**config.mk**
```make
export PLATFORM = sky130hd
export DESIGN_NAME = tx_stream_fifo
export DESIGN_NICKNAME = d
export VERILOG_FILES = /design/src/rtl/tx_stream_fifo.sv
export SDC_FILE = /design/constraint.sdc
export NUM_CORES = 1
export LEC_CHECK = 0
export CAP_MARGIN = 10
export CORE_MARGIN = 2
export CORE_UTILIZATION = 55
export CTS_BUF_LIST = sky130_fd_sc_hd__clkbuf_8
export CTS_CLUSTER_SIZE = 12
export DETAILED_ROUTE_END_ITERATION = 12
export GPL_ROUTABILITY_DRIVEN = 0
export PLACE_DENSITY = 0.77
export RECOVER_POWER = 100
export SYNTH_ARGS = -nofsm -noshare
export SYNTH_HDL_FRONTEND = slang
export SYNTH_SLANG_ARGS = --single-unit
```
**constraint.sdc**
```tcl
create_clock -name clk -period 6.4 [get_ports clk]
set_input_delay 0.96 -clock clk [delete_from_list [all_inputs] [get_ports clk]]
set_output_delay 0.96 -clock clk [all_outputs]
set_load 0.02 [all_outputs]
```
**src/rtl/tx_stream_fifo.sv**
```systemverilog
`default_nettype none
// ============================================================================
// Module   : tx_stream_fifo
// Purpose  : APB-written transmit FIFO feeding a bit serializer with
//            selectable bit order, mid-bit strobe and sticky status flags.
// Revision : 1.0 - initial release
// ============================================================================
module tx_stream_fifo #(
  parameter int WIDTH    = 8,
  parameter int DEPTH    = 64,
  parameter int DIV      = 25,
  parameter int AF_LEVEL = DEPTH - 4
) (
  input  logic        clk,
  input  logic        reset_n,
  input  logic        psel,
  input  logic        penable,
  input  logic        pwrite,
  input  logic [3:0]  paddr,
  input  logic [31:0] pwdata,
  output logic [31:0] prdata,
  output logic        pready,
  output logic        pslverr,
  input  logic        en,
  output logic        tx_data,
  output logic        tx_strobe,
  output logic        tx_busy,
  output logic        not_empty,
  output logic        almost_full
);

  localparam int AW = $clog2(DEPTH);
  localparam int PW = AW + 1;
  localparam int BW = (WIDTH > 1) ? $clog2(WIDTH) : 1;
  localparam int DW = $clog2(DIV);

  localparam logic [DW-1:0] DIV_LAST  = DW'(DIV - 1);
  localparam logic [DW-1:0] DIV_MID   = DW'(DIV / 2);
  localparam logic [BW-1:0] BIT_LAST  = BW'(WIDTH - 1);
  localparam logic [PW-1:0] AF_THR    = PW'(AF_LEVEL);
  localparam logic [3:0]    ADDR_DATA = 4'h0;
  localparam logic [3:0]    ADDR_CTRL = 4'h4;
  localparam logic [3:0]    ADDR_STAT = 4'h8;

  typedef enum logic [0:0] {
    IDLE  = 1'b0,
    SHIFT = 1'b1
  } state_t;

  logic [WIDTH-1:0] mem [DEPTH];
  logic [PW-1:0]    wr_ptr, rd_ptr, level;
  logic             empty, full;
  logic             access, addr_ok, wr_data, wr_ctrl, wr_stat;
  logic             push, drop, flush;
  logic             msb_first, ovf, udf;
  state_t           state, state_nxt;
  logic [WIDTH-1:0] shreg;
  logic             msb_lat;
  logic [BW-1:0]    bit_cnt, bit_idx;
  logic [DW-1:0]    div_cnt;
  logic             bit_end, word_end, pop, udf_set;
  logic [31:0]      status_word;
  logic             unused_bits;

  // FIFO bookkeeping: the extra pointer bit separates full from empty
  assign level       = wr_ptr - rd_ptr;
  assign empty       = (wr_ptr == rd_ptr);
  assign full        = (wr_ptr[AW-1:0] == rd_ptr[AW-1:0]) && (wr_ptr[AW] != rd_ptr[AW]);
  assign not_empty   = !empty;
  assign almost_full = (level >= AF_THR);

  // APB decode; no wait states, errors only during the access phase
  assign access  = psel && penable;
  assign addr_ok = (paddr == ADDR_DATA) || (paddr == ADDR_CTRL) || (paddr == ADDR_STAT);
  assign wr_data = access && pwrite && (paddr == ADDR_DATA);
  assign wr_ctrl = access && pwrite && (paddr == ADDR_CTRL);
  assign wr_stat = access && pwrite && (paddr == ADDR_STAT);
  assign push    = wr_data && !full;
  assign drop    = wr_data && full;
  assign flush   = wr_ctrl && pwdata[1];
  assign pslverr = access && (!addr_ok || drop);
  assign pready  = 1'b1;

  // Upper data bits are ignored for DATA writes
  assign unused_bits = ^pwdata;

  // Assemble the status register image
  always_comb begin
    status_word         = '0;
    status_word[0]      = empty;
    status_word[1]      = full;
    status_word[2]      = almost_full;
    status_word[3]      = ovf;
    status_word[4]      = udf;
    status_word[5]      = tx_busy;
    status_word[8 +: PW] = level;
  end

  // Combinational read mux, zero unless a read is addressed
  always_comb begin
    prdata = '0;
    if (psel && !pwrite) begin
      case (paddr)
        ADDR_CTRL: prdata = {31'b0, msb_first};
        ADDR_STAT: prdata = status_word;
        default:   prdata = '0;
      endcase
    end
  end

  // Storage array; contents need no reset since pointers guard them
  always_ff @(posedge clk) begin
    if (push) mem[wr_ptr[AW-1:0]] <= pwdata[WIDTH-1:0];
  end

  // Pointer update; flush discards queued words but not the shifting one
  always_ff @(posedge clk or negedge reset_n) begin
    if (!reset_n) begin
      wr_ptr <= '0;
      rd_ptr <= '0;
    end else begin
      if (push) wr_ptr <= wr_ptr + PW'(1);
      if (flush)    rd_ptr <= wr_ptr;
      else if (pop) rd_ptr <= rd_ptr + PW'(1);
    end
  end

  // Control bit and sticky flags; a set beats a same-cycle clear
  always_ff @(posedge clk or negedge reset_n) begin
    if (!reset_n) begin
      msb_first <= 1'b0;
      ovf       <= 1'b0;
      udf       <= 1'b0;
    end else begin
      if (wr_ctrl) msb_first <= pwdata[0];
      if (drop)                      ovf <= 1'b1;
      else if (wr_stat && pwdata[3]) ovf <= 1'b0;
      if (udf_set)                   udf <= 1'b1;
      else if (wr_stat && pwdata[4]) udf <= 1'b0;
    end
  end

  // Serializer state register
  always_ff @(posedge clk or negedge reset_n) begin
    if (!reset_n) state <= IDLE;
    else          state <= state_nxt;
  end

  // Serializer next state, pop request and serial outputs
  always_comb begin
    state_nxt = state;
    pop       = 1'b0;
    udf_set   = 1'b0;
    tx_busy   = 1'b0;
    tx_strobe = 1'b0;
    tx_data   = 1'b0;
    bit_end   = (div_cnt == DIV_LAST);
    word_end  = bit_end && (bit_cnt == BIT_LAST);
    bit_idx   = msb_lat ? (BIT_LAST - bit_cnt) : bit_cnt;
    case (state)
      IDLE: begin
        if (en && !empty) begin
          pop       = 1'b1;
          state_nxt = SHIFT;
        end
      end
      SHIFT: begin
        tx_busy   = 1'b1;
        tx_strobe = (div_cnt == DIV_MID);
        tx_data   = shreg[bit_idx];
        if (word_end) begin
          if (en && !empty) begin
            pop = 1'b1;
          end else begin
            state_nxt = IDLE;
            udf_set   = en;
          end
        end
      end
      default: state_nxt = IDLE;
    endcase
  end

  // Shift register and bit/divider counters
  always_ff @(posedge clk or negedge reset_n) begin
    if (!reset_n) begin
      shreg   <= '0;
      msb_lat <= 1'b0;
      bit_cnt <= '0;
      div_cnt <= '0;
    end else if (pop) begin
      shreg   <= mem[rd_ptr[AW-1:0]];
      msb_lat <= msb_first;
      bit_cnt <= '0;
      div_cnt <= '0;
    end else if (state == SHIFT) begin
      if (bit_end) begin
        div_cnt <= '0;
        bit_cnt <= (bit_cnt == BIT_LAST) ? '0 : bit_cnt + BW'(1);
      end else begin
        div_cnt <= div_cnt + DW'(1);
      end
    end
  end

endmodule
`default_nettype wire

```
==> run metrics <==
number of levels in the clock H-tree 3; vias in the first global route approximately 12,000; cell count after synthesis approximately 1,300; via count around 12,000; Worst Setup End Kind flop; Num CTS Buffers between 80 and 90; clock latency of the later-clocked register in the worst-skew pair ~0.65 ns; largest buffer count on any clock path 3; delay of the slowest critical-path stage between 1 and 1.5 ns; synthesized area per cell between 15 and 20 um^2; pwr dens around 290 mW/mm^2; setup repair after global routing missed its margin no; critical path start-end classification flop to flop; floorplan row count 74; floorplan core area between 0.04 and 0.05 mm^2; flip-flop and latch count after synthesis around 550; die width just over 200 um; final clock period utilization by the worst path 84.18%; worst clock skew on the final layout roughly 0.023 ns; layout cell share with drive strength beyond 1 roughly 17%; type of origin of the critical path flop; result of the run finished with violations; Slew headroom -114.9%; Net count, final ~1,400; clock tree sinks 547; share of the yosys chip area belonging to registers between 70% and 80%; number of I/O pins 81; net switching power of the design roughly 1.7 mW; Post-Route Setup TNS 0 ns; pin count of the biggest net entering global routing 96; y dimension of the die just over 200 um; number of enable flip-flop cells after synthesis around 510; starting density of the core a little under three fifths; pre-CTS setup slack around 1.6 ns; sequential share of power ~55%; Layout Area Growth over Synthesis 9.284%; Worst IR Drop VDD roughly 0.13 mV; DRT Pass-1 Iters 6; Peak Freq between 0.15 and 0.2 GHz; Synth Cell Area approximately 0.022 mm^2; maximum net fanout on the critical path 23; internal portion of total power 5.471 mW; number of standard cells in the final layout excluding fillers around 1,900; Design Power about 7.2 mW; # setup viols final 0; number of hold buffers added after CTS 0; clock power share approximately 36%; cells traversed along the worst timing path inv_1 -> ha_1 -> nand2_1 -> nor4_1 -> nor4b_1 -> nand3_1 -> nor2_1; drc violations 0; count of different cell masters after synthesis 71; clock tree from TritonCTS built; Slew @ Worst Pin 3.224 ns; residual overflow from global routing 0; Critical-path top delay cell nor2_1; number of post-CTS setup repair buffers 0; CTS root buffer clkbuf_8; share of synthesized flip-flops with an asynchronous set or reset between 6 and 7%; all-layer global routing usage 23.68%; final max-slew violation count 548; placed inst area ~0.023 mm^2; prevailing post-synth register cell edfxtp_1; antenna violations before repair 0; Final Hold Fails 0; wire length of the first global-routing pass around 73,000 um; number of buffers inserted by port buffering 36; first-iteration detailed-routing DRC count ~1,400; worst-case setup margin in the final layout approximately 1.0 ns; Post-Route WL 48,820 um; Critical Path RT ~6.7 ns; number of violations of the max-capacitance limit 9; Via density approximately 6.2; DP Cell Count about 1,800; Sw Ratio roughly a quarter; post-route worst hold slack between 0.5 and 0.6 ns; ant diodes 0; relative contribution of combinational cells to total power under 10%; post-CTS sizing 0; failing checks max-capacitance violations, max-slew violations; Post-Layout Inst Area roughly 0.025 mm^2; die outline area 0.04245 mm^2; Final Util 60.50%; ANT nets after route 0; arrival time of the worst setup path 5.64 ns; Pleak approximately 8 nW; Yosys warnings 0; clock-pin slew on the worst setup and hold paths approximately 0.06 ns; average wire per cell in the routed design roughly 25 um; clock period minus worst slack between 5 and 6 ns; path class of the lowest-slack min-delay path flop to flop; detailed placer's ending HPWL between 20,000 and 30,000 um
==> critical path: cells and delay by family (launching register included) <==
family	cells	cell delay, ns
adders and majority gates	1	0.49
and+or+nand+nor	5	3.03
DFF	1	0.92
buffers and inverters	1	0.55
==> placed cells by master, fill, tap and decap left out, types with 15 or more instances in the layout <==
cell / count
a21oi_1: 29
conb_1: 20
mux2i_1: 65
nor3_1: 15
clkinv_1: 23
dfrtp_1: 32
dlygate4sd3_1: 17
mux4_2: 103
nand3_1: 23
o21ai_0: 21
inv_1: 42
clkbuf_8: 87
nand2_1: 65
edfxtp_1: 512
nor2_1: 101
==> synthesized netlist by cell type (3+ instances only) <==
cell type  count  area [um^2]
o211ai_1       4        30.03
nor2_1       101        379.1
o31ai_1        3        22.52
dfrtp_1       35        875.8
mux2i_1       65        650.6
nand3_1       23        115.1
nand3b_1       4        30.03
buf_2         17        85.08
nand2_1       65        244.0
mux4_2       103         2320
o21ai_0       21        105.1
buf_1          8        30.03
a22oi_1       14        105.1
nor2b_1       10        62.56
a311oi_1       4        35.03
and3_1         3        18.77
nand4_1        5        31.28
mux4_1         5        131.4
clkbuf_1      24        90.09
a21oi_1       28        140.1
nor3_1        15        75.07
xnor2_1       12        105.1
and2_1        12        75.07
edfxtp_1     512        15370
xor2_1         5        43.79
a211oi_1       4        30.03
buf_6          4        45.04
o21ai_1        5        25.02
a2111oi_0      5        43.79
or3b_2         3        26.28
mux2_2        10        112.6
o21a_1         3        22.52
ha_1          12        150.1
buf_4         31        232.7
a31oi_1       12        75.07
o22ai_1        8        50.05
a22o_1         4        35.03
inv_1         12        45.04
==> cell type report <==
cell class                      instances  area (um^2)
Sequential cell                       547        16260
Timing Repair Buffer                   48        384.1
Fill cell                            2820        16020
Inverter                               14        52.55
Tap cell                              532        665.6
Clock inverter                         63        292.8
Multi-Input combinational cell        624         5684
Clock buffer                           87         1197
==> sequential cells by signal (all words and copies together) (netlist names) <==
signal,flops
rd_ptr,7
state,1
div_cnt,5
udf,1
mem,512
bit_cnt,3
wr_ptr,7
ovf,1
msb_lat,1
msb_first,1
shreg,8
==> logic make-up after synthesis <==
logic type               synth area share [%]
buffers and inverters                   2.474
XOR/XNOR                               0.6632
multiplexers                            14.32
adder cells (fa/ha/maj)                0.7579
AND/OR/NAND/NOR                         5.283
other                                 0.03345
flip-flops                              72.38
AO/OA/AOI/OAI                           4.091
==> metal layers <==
layer	wire, um	GRT usage (%)
met1	19770	33.82
met2	23130	36.49
met3	4457	4.683
met4	1465	9.209
met5	0	0
==> final timing paths <==
check / from / endpoint / slack [ns] / cells after the start
max in group asynchronous: reset_n / rd_ptr[1] / 4.07 / 1
worst min-delay path: udf / udf / 0.52 / 2
worst min register to register: udf / udf / 0.52 / 2
worst max register to register: rd_ptr[3] / mem[47][2] / 1.01 / 7
min in group asynchronous: reset_n / ovf / 0.89 / 1
worst max-delay path: rd_ptr[3] / mem[47][2] / 1.01 / 7
==> power by group through the flow <==
stage / Combinational, mW / Clock [mW] / Sequential [mW]
after floorplan: 0.459 / 0 / 4.00
after global placement: 0.596 / 0 / 4.04
after detailed placement: 0.606 / 0 / 4.04
after CTS: 0.608 / 2.65 / 3.97
after global routing: 0.645 / 2.79 / 3.98
final: 0.603 / 2.62 / 3.97
No activity file was read; power rests on OpenSTA's default activity.
